--- config.mk ---
export PLATFORM = sky130hd
export DESIGN_NAME = rom_bus_responder_flat
export DESIGN_NICKNAME = d
export VERILOG_FILES = /design/src/rtl/rom_bus_responder_pkg.sv /design/src/rtl/rom_bus_responder_if.sv /design/src/rtl/rom_bus_responder_cycle_tracker.sv /design/src/rtl/rom_bus_responder.sv /design/src/flat_wrapper.sv
export SDC_FILE = /design/constraint.sdc
export NUM_CORES = 1
export LEC_CHECK = 0
export CAP_MARGIN = 20
export CORE_MARGIN = 2
export CORE_UTILIZATION = 50
export CTS_CLUSTER_DIAMETER = 40
export DETAILED_ROUTE_END_ITERATION = 7
export PLACE_DENSITY = 0.84
export SLEW_MARGIN = 10
export SYNTH_ARGS = -nofsm -noshare
export SYNTH_HDL_FRONTEND = slang
export SYNTH_SLANG_ARGS = --single-unit
export TNS_END_PERCENT = 50
--- constraint.sdc ---
create_clock -name toggle_clk -period 5.1 [get_ports toggle_clk]
set_clock_uncertainty 0.1 [all_clocks]
set_input_delay 1.275 -clock toggle_clk [delete_from_list [all_inputs] [get_ports toggle_clk]]
set_output_delay 1.275 -clock toggle_clk [all_outputs]
set_load 0.005 [all_outputs]
--- src/rtl/rom_bus_responder_pkg.sv ---
// Shared definitions for the 8-phase instruction bus (cycle generator and responders).
package rom_bus_responder_pkg;

  // Bus cycle phases, one clock each; SYNC is high during X3.
  typedef enum logic [2:0] {
    A1 = 3'd0,
    A2 = 3'd1,
    A3 = 3'd2,
    M1 = 3'd3,
    M2 = 3'd4,
    X1 = 3'd5,
    X2 = 3'd6,
    X3 = 3'd7
  } phase_e;

  typedef enum logic {
    TRK_UNLOCKED = 1'b0,
    TRK_LOCKED   = 1'b1
  } trk_state_e;

  localparam int NIBBLE_W = 4;

endpackage

--- src/rtl/rom_bus_responder_if.sv ---
// 4-bit instruction data bus plus SYNC, CPU (master) to ROM responder (slave).
interface rom_bus_responder_if;
  logic       sync;
  logic [3:0] d_in;
  logic [3:0] d_out;
  logic       d_oe;

  modport master (output sync, d_in, input  d_out, d_oe);
  modport slave  (input  sync, d_in, output d_out, d_oe);
endinterface

--- src/rtl/rom_bus_responder_cycle_tracker.sv ---
// Recovers the bus phase from SYNC alone and flags SYNC protocol violations.
module cycle_tracker
  import rom_bus_responder_pkg::*;
(
  input  logic   i_clk,
  input  logic   i_rst_n,
  input  logic   i_sync,
  output phase_e o_phase,
  output logic   o_locked,
  output logic   o_sync_err,
  output logic   o_fault     // violation detected on the coming edge
);

  trk_state_e r_state, w_nstate;
  phase_e     r_phase, w_nphase;
  logic       r_err,   w_nerr;

  // State, phase and error pulse registers
  always_ff @(posedge i_clk or negedge i_rst_n) begin
    if (!i_rst_n) begin
      r_state <= TRK_UNLOCKED;
      r_phase <= A1;
      r_err   <= 1'b0;
    end else begin
      r_state <= w_nstate;
      r_phase <= w_nphase;
      r_err   <= w_nerr;
    end
  end

  // Next state: SYNC always realigns; a SYNC early or missing is an error
  always_comb begin
    w_nstate = r_state;
    w_nphase = r_phase;
    w_nerr   = 1'b0;
    case (r_state)
      TRK_UNLOCKED: begin
        w_nphase = A1;
        if (i_sync) w_nstate = TRK_LOCKED;
      end
      TRK_LOCKED: begin
        if (i_sync) begin
          w_nphase = A1;
          w_nerr   = (r_phase != X3);
        end else if (r_phase == X3) begin
          w_nerr   = 1'b1;
          w_nstate = TRK_UNLOCKED;
          w_nphase = A1;
        end else begin
          w_nphase = phase_e'(r_phase + 3'd1);
        end
      end
      default: w_nstate = TRK_UNLOCKED;
    endcase
  end

  assign o_phase    = r_phase;
  assign o_locked   = (r_state == TRK_LOCKED);
  assign o_sync_err = r_err;
  assign o_fault    = w_nerr;

endmodule

--- src/rtl/rom_bus_responder.sv ---
// ROM-side bus responder: captures the 12-bit address, checks chip select,
// and returns the addressed ROM byte as OPR (M1) then OPA (M2).
module rom_bus_responder
  import rom_bus_responder_pkg::*;
#(
  parameter logic [3:0] CHIP_ID = 4'd0,
  parameter int         ROM_AW  = 8
) (
  input  logic              toggle_clk,
  input  logic              rst_n,
  rom_bus_responder_if.slave bus,
  output logic [ROM_AW-1:0] rom_addr,
  input  logic [7:0]        rom_data,
  output logic [2:0]        phase,
  output logic              locked,
  output logic              selected,
  output logic              sync_err
);

  phase_e                w_phase;
  logic                  w_locked;
  logic                  w_fault;
  logic [NIBBLE_W-1:0]   r_addr_lo;
  logic [NIBBLE_W-1:0]   r_d_out;
  logic                  r_d_oe;
  logic                  r_sel;
  logic                  w_hit;

  cycle_tracker u_trk (
    .i_clk      (toggle_clk),
    .i_rst_n    (rst_n),
    .i_sync     (bus.sync),
    .o_phase    (w_phase),
    .o_locked   (w_locked),
    .o_sync_err (sync_err),
    .o_fault    (w_fault)
  );

  assign w_hit = (bus.d_in == CHIP_ID);

  // Address capture and data drive; any SYNC (normal or not) or fault ends the drive
  always_ff @(posedge toggle_clk or negedge rst_n) begin
    if (!rst_n) begin
      r_addr_lo <= '0;
      rom_addr  <= '0;
      r_sel     <= 1'b0;
      r_d_out   <= '0;
      r_d_oe    <= 1'b0;
    end else if (w_fault || bus.sync) begin
      r_sel   <= 1'b0;
      r_d_oe  <= 1'b0;
      r_d_out <= '0;
    end else if (w_locked) begin
      case (w_phase)
        A1: r_addr_lo <= bus.d_in;
        A2: rom_addr  <= ROM_AW'({bus.d_in, r_addr_lo});
        A3: begin
          r_sel <= w_hit;
          if (w_hit) begin
            r_d_out <= rom_data[7:4];
            r_d_oe  <= 1'b1;
          end
        end
        // rom_addr is stable, so the low nibble comes from the same byte
        M1: if (r_sel) r_d_out <= rom_data[3:0];
        M2: begin
          r_d_oe  <= 1'b0;
          r_d_out <= '0;
        end
        default: ;
      endcase
    end
  end

  assign bus.d_out = r_d_out;
  assign bus.d_oe  = r_d_oe;
  assign phase     = w_phase;
  assign locked    = w_locked;
  assign selected  = r_sel;

endmodule

--- src/flat_wrapper.sv ---
// flat-port wrapper written by rule: the top's interface ports become plain ports
module rom_bus_responder_flat import rom_bus_responder_pkg::*;
#(
  parameter logic [3:0] CHIP_ID = 4'd0,
  parameter int         ROM_AW  = 8
)
  (toggle_clk, rst_n, rom_addr, rom_data, phase, locked, selected, sync_err, bus_sync, bus_d_in, bus_d_out, bus_d_oe);
  rom_bus_responder_if bus_i ();
  input  logic toggle_clk;
  input  logic rst_n;
  output logic [ROM_AW-1:0] rom_addr;
  input  logic [7:0] rom_data;
  output logic [2:0] phase;
  output logic locked;
  output logic selected;
  output logic sync_err;
  input wire logic [$bits(bus_i.sync)-1:0] bus_sync;
  input wire logic [$bits(bus_i.d_in)-1:0] bus_d_in;
  output wire logic [$bits(bus_i.d_out)-1:0] bus_d_out;
  output wire logic [$bits(bus_i.d_oe)-1:0] bus_d_oe;
  assign bus_i.sync = bus_sync;
  assign bus_i.d_in = bus_d_in;
  assign bus_d_out = bus_i.d_out;
  assign bus_d_oe = bus_i.d_oe;
  rom_bus_responder #(.CHIP_ID(CHIP_ID), .ROM_AW(ROM_AW)) u_core (.toggle_clk(toggle_clk), .rst_n(rst_n), .bus(bus_i), .rom_addr(rom_addr), .rom_data(rom_data), .phase(phase), .locked(locked), .selected(selected), .sync_err(sync_err));
endmodule
After elaboration in Yosys (flattened, before gate mapping)
Cells that the tools add are included.
- equal/unequal tests: 8
- bitwise gates (word level): 2
- mux-type cells: 22
- $add $sub $neg: 1
- reduce and logical (&&, ||, !) cells: 12
- operators by type and width (cell ; count):
    $mux 4 ; 4
    $mux 1 ; 12
    $pmux 4 s3 ; 1
    $reduce_and 3->1 ; 3
    $eq 3x2->1 const B ; 2
    $eq 3x3->1 const B ; 2
    $mux 3 ; 2
    $ne 3x1->1 const B ; 2
    $pmux 3 s2 ; 1
    $logic_not 4->1 ; 1
    $pmux 1 s2 ; 2
    $reduce_and 4->1 ; 1
    $reduce_bool 2->1 ; 2
    $reduce_bool 4->1 ; 1
    $add 3x1->3 const B ; 1
    $eq 3x1->1 const B ; 1
    $logic_not 3->1 ; 1
    $ne 3x3->1 const B ; 1
    $reduce_bool 3->1 ; 1
    $not 1->1 ; 2
    $reduce_and 2->1 ; 1
    $logic_or 1x1->1 ; 1
- word-level logic and storage cells: 53
- register bits after elaboration: 23
- output and inout bits: 19
- bits of input ports: 15

Depth between registers and ports, before layout
Gate-level depths: netlist of run 1.
- depth after elaboration: 7
- mapped depth: 7
- depth with buffers taken out: 6

By module
From an unflattened synthesis of run 1, not the netlist that was laid out.
- cell total of the unflattened synthesis: 83
- area total of the unflattened synthesis: 1039.7 sq um
- by module, submodules not included (module ; cells an instance ; area each (sq um) ; instances ; sequential area each (sq um)):
    rom_bus_responder ; 68 ; 818.3 ; 1 ; 450.4
    cycle_tracker ; 15 ; 221.5 ; 1 ; 125.1

Worst setup path after synthesis of run 1
OpenSTA, ideal clock, no wires.
- path kind: in2reg
- start: in bus_sync
- end: reg u_core.rom_addr[0]
- setup time: 0.125 ns
- buffers on the path: 1
- data arrival time: 2.501 ns
- cell stages on the path: 6
- path slack: 2.374 ns
- data required time: 4.875 ns
- path through: buf_4 -> inv_1 -> ha_1 -> and3_4 -> nand2_4 -> mux2_4
- longest elaborated chain between the ends: 5
- RTL lines (element ; line ; text):
    from (decl) ; flat_wrapper.sv:17 ; input wire logic [$bits(bus_i.sync)-1:0] bus_sync;
    $mux 1 ; rom_bus_responder_cycle_tracker.sv:42 ; if (i_sync) begin
    $mux 1 ; rom_bus_responder_cycle_tracker.sv:36 ; case (r_state)
    $logic_or 1x1->1 * ; rom_bus_responder.sv:49 ; end else if (w_fault || bus.sync) begin
    $not 1->1 (no line) * ; n/a ;
    $reduce_and 3->1 (no line) * ; n/a ;
    to (signal assigned) ; rom_bus_responder.sv:56 ; A2: rom_addr <= ROM_AW'({bus.d_in, r_addr_lo});
    to (decl) ; rom_bus_responder.sv:12 ; output logic [ROM_AW-1:0] rom_addr,
Mark *: on every way between the ends. The rest lies on a longest branch, timed or not.
A chain may end at the register's enable or synchronous reset.

Final worst setup path of run 1
Same ends and word-level chain as after synthesis.

==> key figures, run 1 <==
Logic synthesis
  – Ranking of synthesized cells by area: dfrtp_1 47%, mux2_4 15%, ha_1 7.2%, inv_1 3.4%, o32ai_1 2.9%
  – Area share of the largest cell type after synthesis: 47.3%
  – Syn Inst Count: a little under 100
  – Syn nets: 120
  – Sequential cell area fraction in the yosys report: between 40% and 50%
  – Area leader, netlist: dfrtp_1
  – Average size of a mapped cell: roughly 12 sq um
  – Synth Register Bits: 23
  – Netlist Area Pre-Place: 1220 sq um
  – Count leader, synth: dfrtp_1
  – Yosys cell types: 29
  – Synth Warn #: 0
  – Synth top cells by count: 23 x dfrtp_1, 12 x mux2_4, 11 x inv_1, 7 x ha_1
  – Primary FF master, synth: dfrtp_1
  – Post-synth EDFFs: 0
  – Async S/R FF share, synth: 100%

Min path
  – Hold path cells: 1
  – Worst hold path type: register to register
  – Hold Path End: u_core.rom_addr[7]
  – Hold path start: u_core.rom_addr[7]

Global route
  – Gr usage total: between 20% and 30%
  – First-pass GRT wire length: 4090 microns
  – Largest net degree at the start of global routing: 24
  – Initial antenna violation count: 0
  – Vias in the first global route: a little over 900
  – GRT Residual Overflow: 0

Critical path
  – CP Capture Type: register
  – Worst Path Required: 5.20 ns
  – Crit path kind: input pin to register
  – Crit start category: input pin
  – Worst Path Max Fanout: 8
  – R2R depth: 6
  – R2R Path End: u_core.rom_addr[0]
  – FF-to-FF setup slack: 2.84 ns
  – R2R Path Start: u_core.u_trk.o_phase[0]
  – Worst Path Arrival: 3.25 ns

Detailed routing
  – Wire per inst: 15.9 microns
  – Vias/cell: 5.46
  – Routed WL: 2570 microns
  – Number of DRC markers in iteration 0: 20
  – # DRC: 0
  – Metal2 WL: around 1300 microns
  – Met3 wire len: 179 microns
  – WL met1: 1040 microns
  – Via count: 885
  – Routed Antenna Nets: 0
  – Top sig layer: met4
  – DRT Pass-1 Iters: 4

CTS
  – H-tree depth: 1
  – Resized cells post-CTS: 0
  – Hold buffers post-CTS: 0
  – Max Root-Sink Buffers: 2
  – Num CTS Buffers: 3
  – Clk_lat worst skew: 0.31 ns
  – CTS tree: yes
  – Worst-path clk slew: 0.11 ns
  – Root Buffer: clkbuf_4
  – Count of clock tree sinks: 23
  – Setup bufs post-CTS: 0

Floorplanning
  – Starting Density: 54.0%
  – Die height: around 53 microns
  – Rows: 17
  – Core region area: between 2000 and 2500 sq um
  – Boundary pin count: 34
  – Die X: between 50 and 60 microns
  – Die ar.: 2850 sq um

Power and ir drop
  – NetSw: 0.000127 W
  – Power Internal: 0.000371 W
  – Comb pwr share: 34.1%
  – Sequential power share: 49.7%
  – Clock Power Share: 16.3%
  – Switching share of power: between 20% and 30%
  – Power per Cell Area: a little over 300 nW/um^2
  – Leak: 0.764 nW
  – Maximum vdd drop: 0.000231 V

STA
  – Final worst-path cycle share: 61.7%
  – Final hold violation count: 0
  – Max-slew violations: 0
  – RSZ-0062 raised after global routing: false
  – Tightest Pin Transition: 0.387 ns
  – Fin crit period: between 3 and 4 ns
  – Final setup TNS: 0 ns
  – Slew headroom: 74.1%
  – Fmax: 0.318 GHz
  – Final setup vio count: 0
  – Hold Slack: 0.424 ns

Status
  – Outcome: completed

Place
  – Routability cong.: 0.805
  – DP Wirelength: 2030 microns
  – Port buffer count: 33

Flow run
  – Max Cap Violations: 0

Finish
  – P&R area growth vs syn: 31.9%
  – Antenna cells: 0
  – Multi-input logic area: 582 sq um
  – Nets: between 150 and 200
  – Layout cells sized above 1: about a fifth
  – Sequential Area: 576 sq um
  – Fill count: 179
sequential cells by signal, summed over array words and instances, names as in the netlist:
signal / flops
u_core.rom_addr: 8
u_core.u_trk.o_locked: 1
u_core.selected: 1
u_core.bus.d_oe: 1
u_core.u_trk.o_sync_err: 1
u_core.r_addr_lo: 4
u_core.bus.d_out: 4
u_core.u_trk.o_phase: 3
critical path, stage by stage:
cell and delay (ns):
clkdlybuf4s50_1 0.66, inv_1 0.16, ha_1 0.44, and3_4 0.26
nand2_4 0.12, mux2_4 0.32
logic make-up (layout without fill, tap and decap cells):
kind of cell,Yosys count,in the layout,synth area share (%)
DFF,23,23,47.3
adders and majority gates,7,7,7.19
and+or+nand+nor,23,23,12.6
muxes,15,15,17.4
buffers and inverters,13,49,4.93
AOI/OAI and AO/OA,17,17,10.6
power groups by stage:
stage	combinational, W	clock, W	sequential [W]
floorplan	0.0000824	0	0.000247
global placement	0.000164	0	0.000248
detailed placement	0.000169	0	0.000251
CTS	0.000170	0.0000835	0.000247
global route	0.000184	0.0000927	0.000252
finish	0.000169	0.0000808	0.000247
worst max path at each step:
stage,to,start,cells past startpoint
floorplan,u_core.rom_addr[0],bus_sync,6
global placement,u_core.rom_addr[1],bus_sync,6
detailed placement,u_core.rom_addr[6],bus_sync,6
CTS,u_core.rom_addr[6],bus_sync,6
global route,u_core.rom_addr[0],bus_sync,6
finish,u_core.rom_addr[0],bus_sync,6
per-stage QoR:
step	setup WS (ns)	area (sq um)	total power [W]	instances	utilization, %
2_1_floorplan	2.37	1220	0.000330	98	-
3_3_place_gp	1.75	1560	0.000412	157	69.4
4_1_cts	1.98	1590	0.000500	161	70.5
3_5_place_dp	1.64	1560	0.000420	157	69.4
5_1_grt	1.89	1610	0.000528	162	71.2
6_report	1.95	1610	0.000497	162	71.2
area by class of cell:
type	count	area share [%]
flip-flops and latches	23	35.9
repair buffers	34	21.5
clock buffers	4	1.64
multi-input cells	62	36.2
well taps	28	2.18
inverters	11	2.57
placed cells by master, fill, tap and decap left out, drive strengths merged, types with 4 or more instances in the layout:
cell / netlist / layout
a21oi: 4 / 4
and3: 5 / 5
clkbuf: 0 / 4
clkdlybuf4s50: 0 / 33
dfrtp: 23 / 23
ha: 7 / 7
inv: 11 / 11
mux2: 13 / 13
nand2: 6 / 6
nor2: 4 / 4
o21ai: 4 / 4
o32ai: 4 / 4
per-layer routing:
metal	GRT usage, %	vias to the layer above
met1	22.6	418
met5	0	-
met3	3.95	8
li1	-	417
met2	38.1	42
met4	5.13	0
(Power assumes the default switching activity.)
==> run 2, diff against run 1 <==
- CORE_UTILIZATION: 50 -> 42
- PLACE_DENSITY: 0.84 -> 0.75
- clock period: 5.1 -> 2.65 ns (I/O delays scaled with it)
==> run 2 against run 1 <==
Cell area up 0.78%. Flip-flop and latch count did not move. Register-to-register slack got worse by 2.3 ns. Critical path depth down 5. Global-route usage decreased by 3.1 points. Clock power up 110%. Die area rose by 18%. Power increased by 95%. First-iteration DRC count shrank 30%. Wire length up 0.58%. Largest cell class unchanged.
==> key figures, run 2 (same netlist as run 1, synthesis figures left out) <==
Status
  – Outcome: completed

Floorplanning
  – Core region area: 2760 sq um (+22%)
  – Die X: 57.8 microns (+8.4%)
  – Rows: 19 (+2)
  – Die ar.: 3350 sq um (+18%)
  – Boundary pin count: 34 (unchanged)
  – Starting Density: 44.1% (-9.8 points)
  – Die height: 57.8 microns (+8.4%)

Global route
  – Gr usage total: 17.0% (-3.1 points)
  – GRT Residual Overflow: 0 (unchanged)
  – Vias in the first global route: 998 (+8.0%)
  – Largest net degree at the start of global routing: 24 (unchanged)
  – Initial antenna violation count: 0 (unchanged)
  – First-pass GRT wire length: 4310 microns (+5.4%)

CTS
  – Resized cells post-CTS: 0 (unchanged)
  – Clk_lat worst skew: 0.32 ns (about the same)
  – Hold buffers post-CTS: 0 (unchanged)
  – Num CTS Buffers: 3 (unchanged)
  – Count of clock tree sinks: 23 (unchanged)
  – H-tree depth: 1 (unchanged)
  – Max Root-Sink Buffers: 2 (unchanged)
  – Worst-path clk slew: 0.14 ns (+0.03 ns)
  – CTS tree: yes
  – Setup bufs post-CTS: 0 (unchanged)
  – Root Buffer: clkbuf_4

Power and ir drop
  – Maximum vdd drop: 0.000399 V (+73%)
  – Leak: 0.774 nW (+1.3%)
  – Power per Cell Area: 598 nW/um^2 (+93%)

STA
  – Fin crit period: 2.22 ns
  – Final setup TNS: 0 ns (unchanged)
  – Fmax: 0.450 GHz
  – Final hold violation count: 0 (unchanged)
  – Final worst-path cycle share: 83.9%
  – Slew headroom: 74.8% (+0.65 points)
  – Max-slew violations: 0 (unchanged)
  – Tightest Pin Transition: 0.378 ns (-0.00856 ns)
  – Final setup vio count: 0 (unchanged)
  – RSZ-0062 raised after global routing: false

Detailed routing
  – DRT Pass-1 Iters: 4 (unchanged)
  – Routed WL: 2590 microns (+0.58%)
  – Via count: 882 (-0.34%)
  – # DRC: 0 (unchanged)
  – Vias/cell: 5.28 (-3.3%)
  – Number of DRC markers in iteration 0: 14 (-30%)
  – Wire per inst: 15.5 microns (-2.4%)
  – Routed Antenna Nets: 0 (unchanged)

Critical path
  – Worst Path Max Fanout: 11 (+3)
  – Crit-path cells: clkdlybuf4s50_1
  – Kind of cell adding the most delay to the critical path: flip-flops
  – Slowest-stage cell, CP: dfrtp_1
  – CP Capture Type: output port
  – Slowest cell delay on critical path: 0.57 ns (-0.09 ns)
  – CP bufs+invs: 1 (-1)
  – Worst Path Required: 1.89 ns (-3.31 ns)
  – Crit path kind: register to output port
  – Worst Path Arrival: 1.46 ns (-1.79 ns)
  – Crit start category: register

Place
  – Port buffer count: 33 (unchanged)
  – DP Wirelength: 2070 microns (+1.8%)
  – Dpl cells: 163 (+3.8%)
  – Routability cong.: 0.846 (+5.1%)

Finish
  – Largest register FFs: 8 (unchanged)
  – Most frequent cells in the layout: 33 x clkdlybuf4s50_1, 23 x dfrtp_1, 12 x mux2_4
  – P&R area growth vs syn: 32.9%
  – Finished Layout Cells: 167 (+3.1%)
  – Layout cells sized above 1: 22.1% (+1.9 points)
  – Top reg by flops: u_core.rom_addr
  – Antenna cells: 0 (unchanged)
  – Nets: 159 (+1.3%)
  – Most common cell after layout, fill and taps aside: clkdlybuf4s50_1

Min path
  – Worst hold path type: register to register

Flow run
  – Max Cap Violations: 0 (unchanged)
[run 2: area by class of cell]
class,instances,area (sq um)
Clock buffer,3,22.5
Tap cell,31,38.8
Fill cell,240,1140
Timing Repair Buffer,36,353
Sequential cell,23,576
Inverter,11,41.3
Multi-Input combinational cell,62,582
Clock inverter,1,5.00
[run 2: routing by layer]
metal  global-route usage [%]  vias to the layer above  share of wire, %
li1                         -                      420                 -
met1                     19.1                      427                41
met2                     32.3                       30                53
met3                     3.13                        5               5.3
met4                     4.98                        0               1.1
met5                        0                        -                 0
[run 2: power by group]
group / leakage (nW) / switching (W) / internal [W]
clock network: 0.0177 / 0.000112 / 0.0000566
registers: 0.286 / 0.0000492 / 0.000426
logic: 0.470 / 0.0000953 / 0.000229
[run 2: path summary, 6_finish.rpt]
path	from	endpoint	slack (ns)	cells past startpoint
min in group asynchronous	rst_n	u_core.r_addr_lo[1]	0.56	2
hold reg to reg	u_core.rom_addr[6]	u_core.rom_addr[6]	0.43	1
setup / recovery	u_core.u_trk.o_phase[2]	phase[2]	0.43	1
hold / removal	u_core.rom_addr[6]	u_core.rom_addr[6]	0.43	1
max in group asynchronous	rst_n	u_core.bus.d_out[2]	1.65	2
setup reg to reg	u_core.u_trk.o_phase[0]	u_core.bus.d_out[2]	0.50	6
[run 2: through the flow]
step / setup slack [ns] / hold slack (ns) / utilization [%] / power [W] / area, sq um
finish: 0.426 / 0.426 / 58.7 / 0.000968 / 1620
global route: 0.318 / 0.451 / 58.7 / 0.00103 / 1620
CTS: 0.418 / 0.430 / 58.7 / 0.000978 / 1620
detailed placement: 0.158 / 0.399 / 57.7 / 0.000813 / 1590
global placement: 0.232 / 0.392 / 57.7 / 0.000794 / 1590
floorplan: 0.537 / 0.267 / - / 0.000634 / 1220
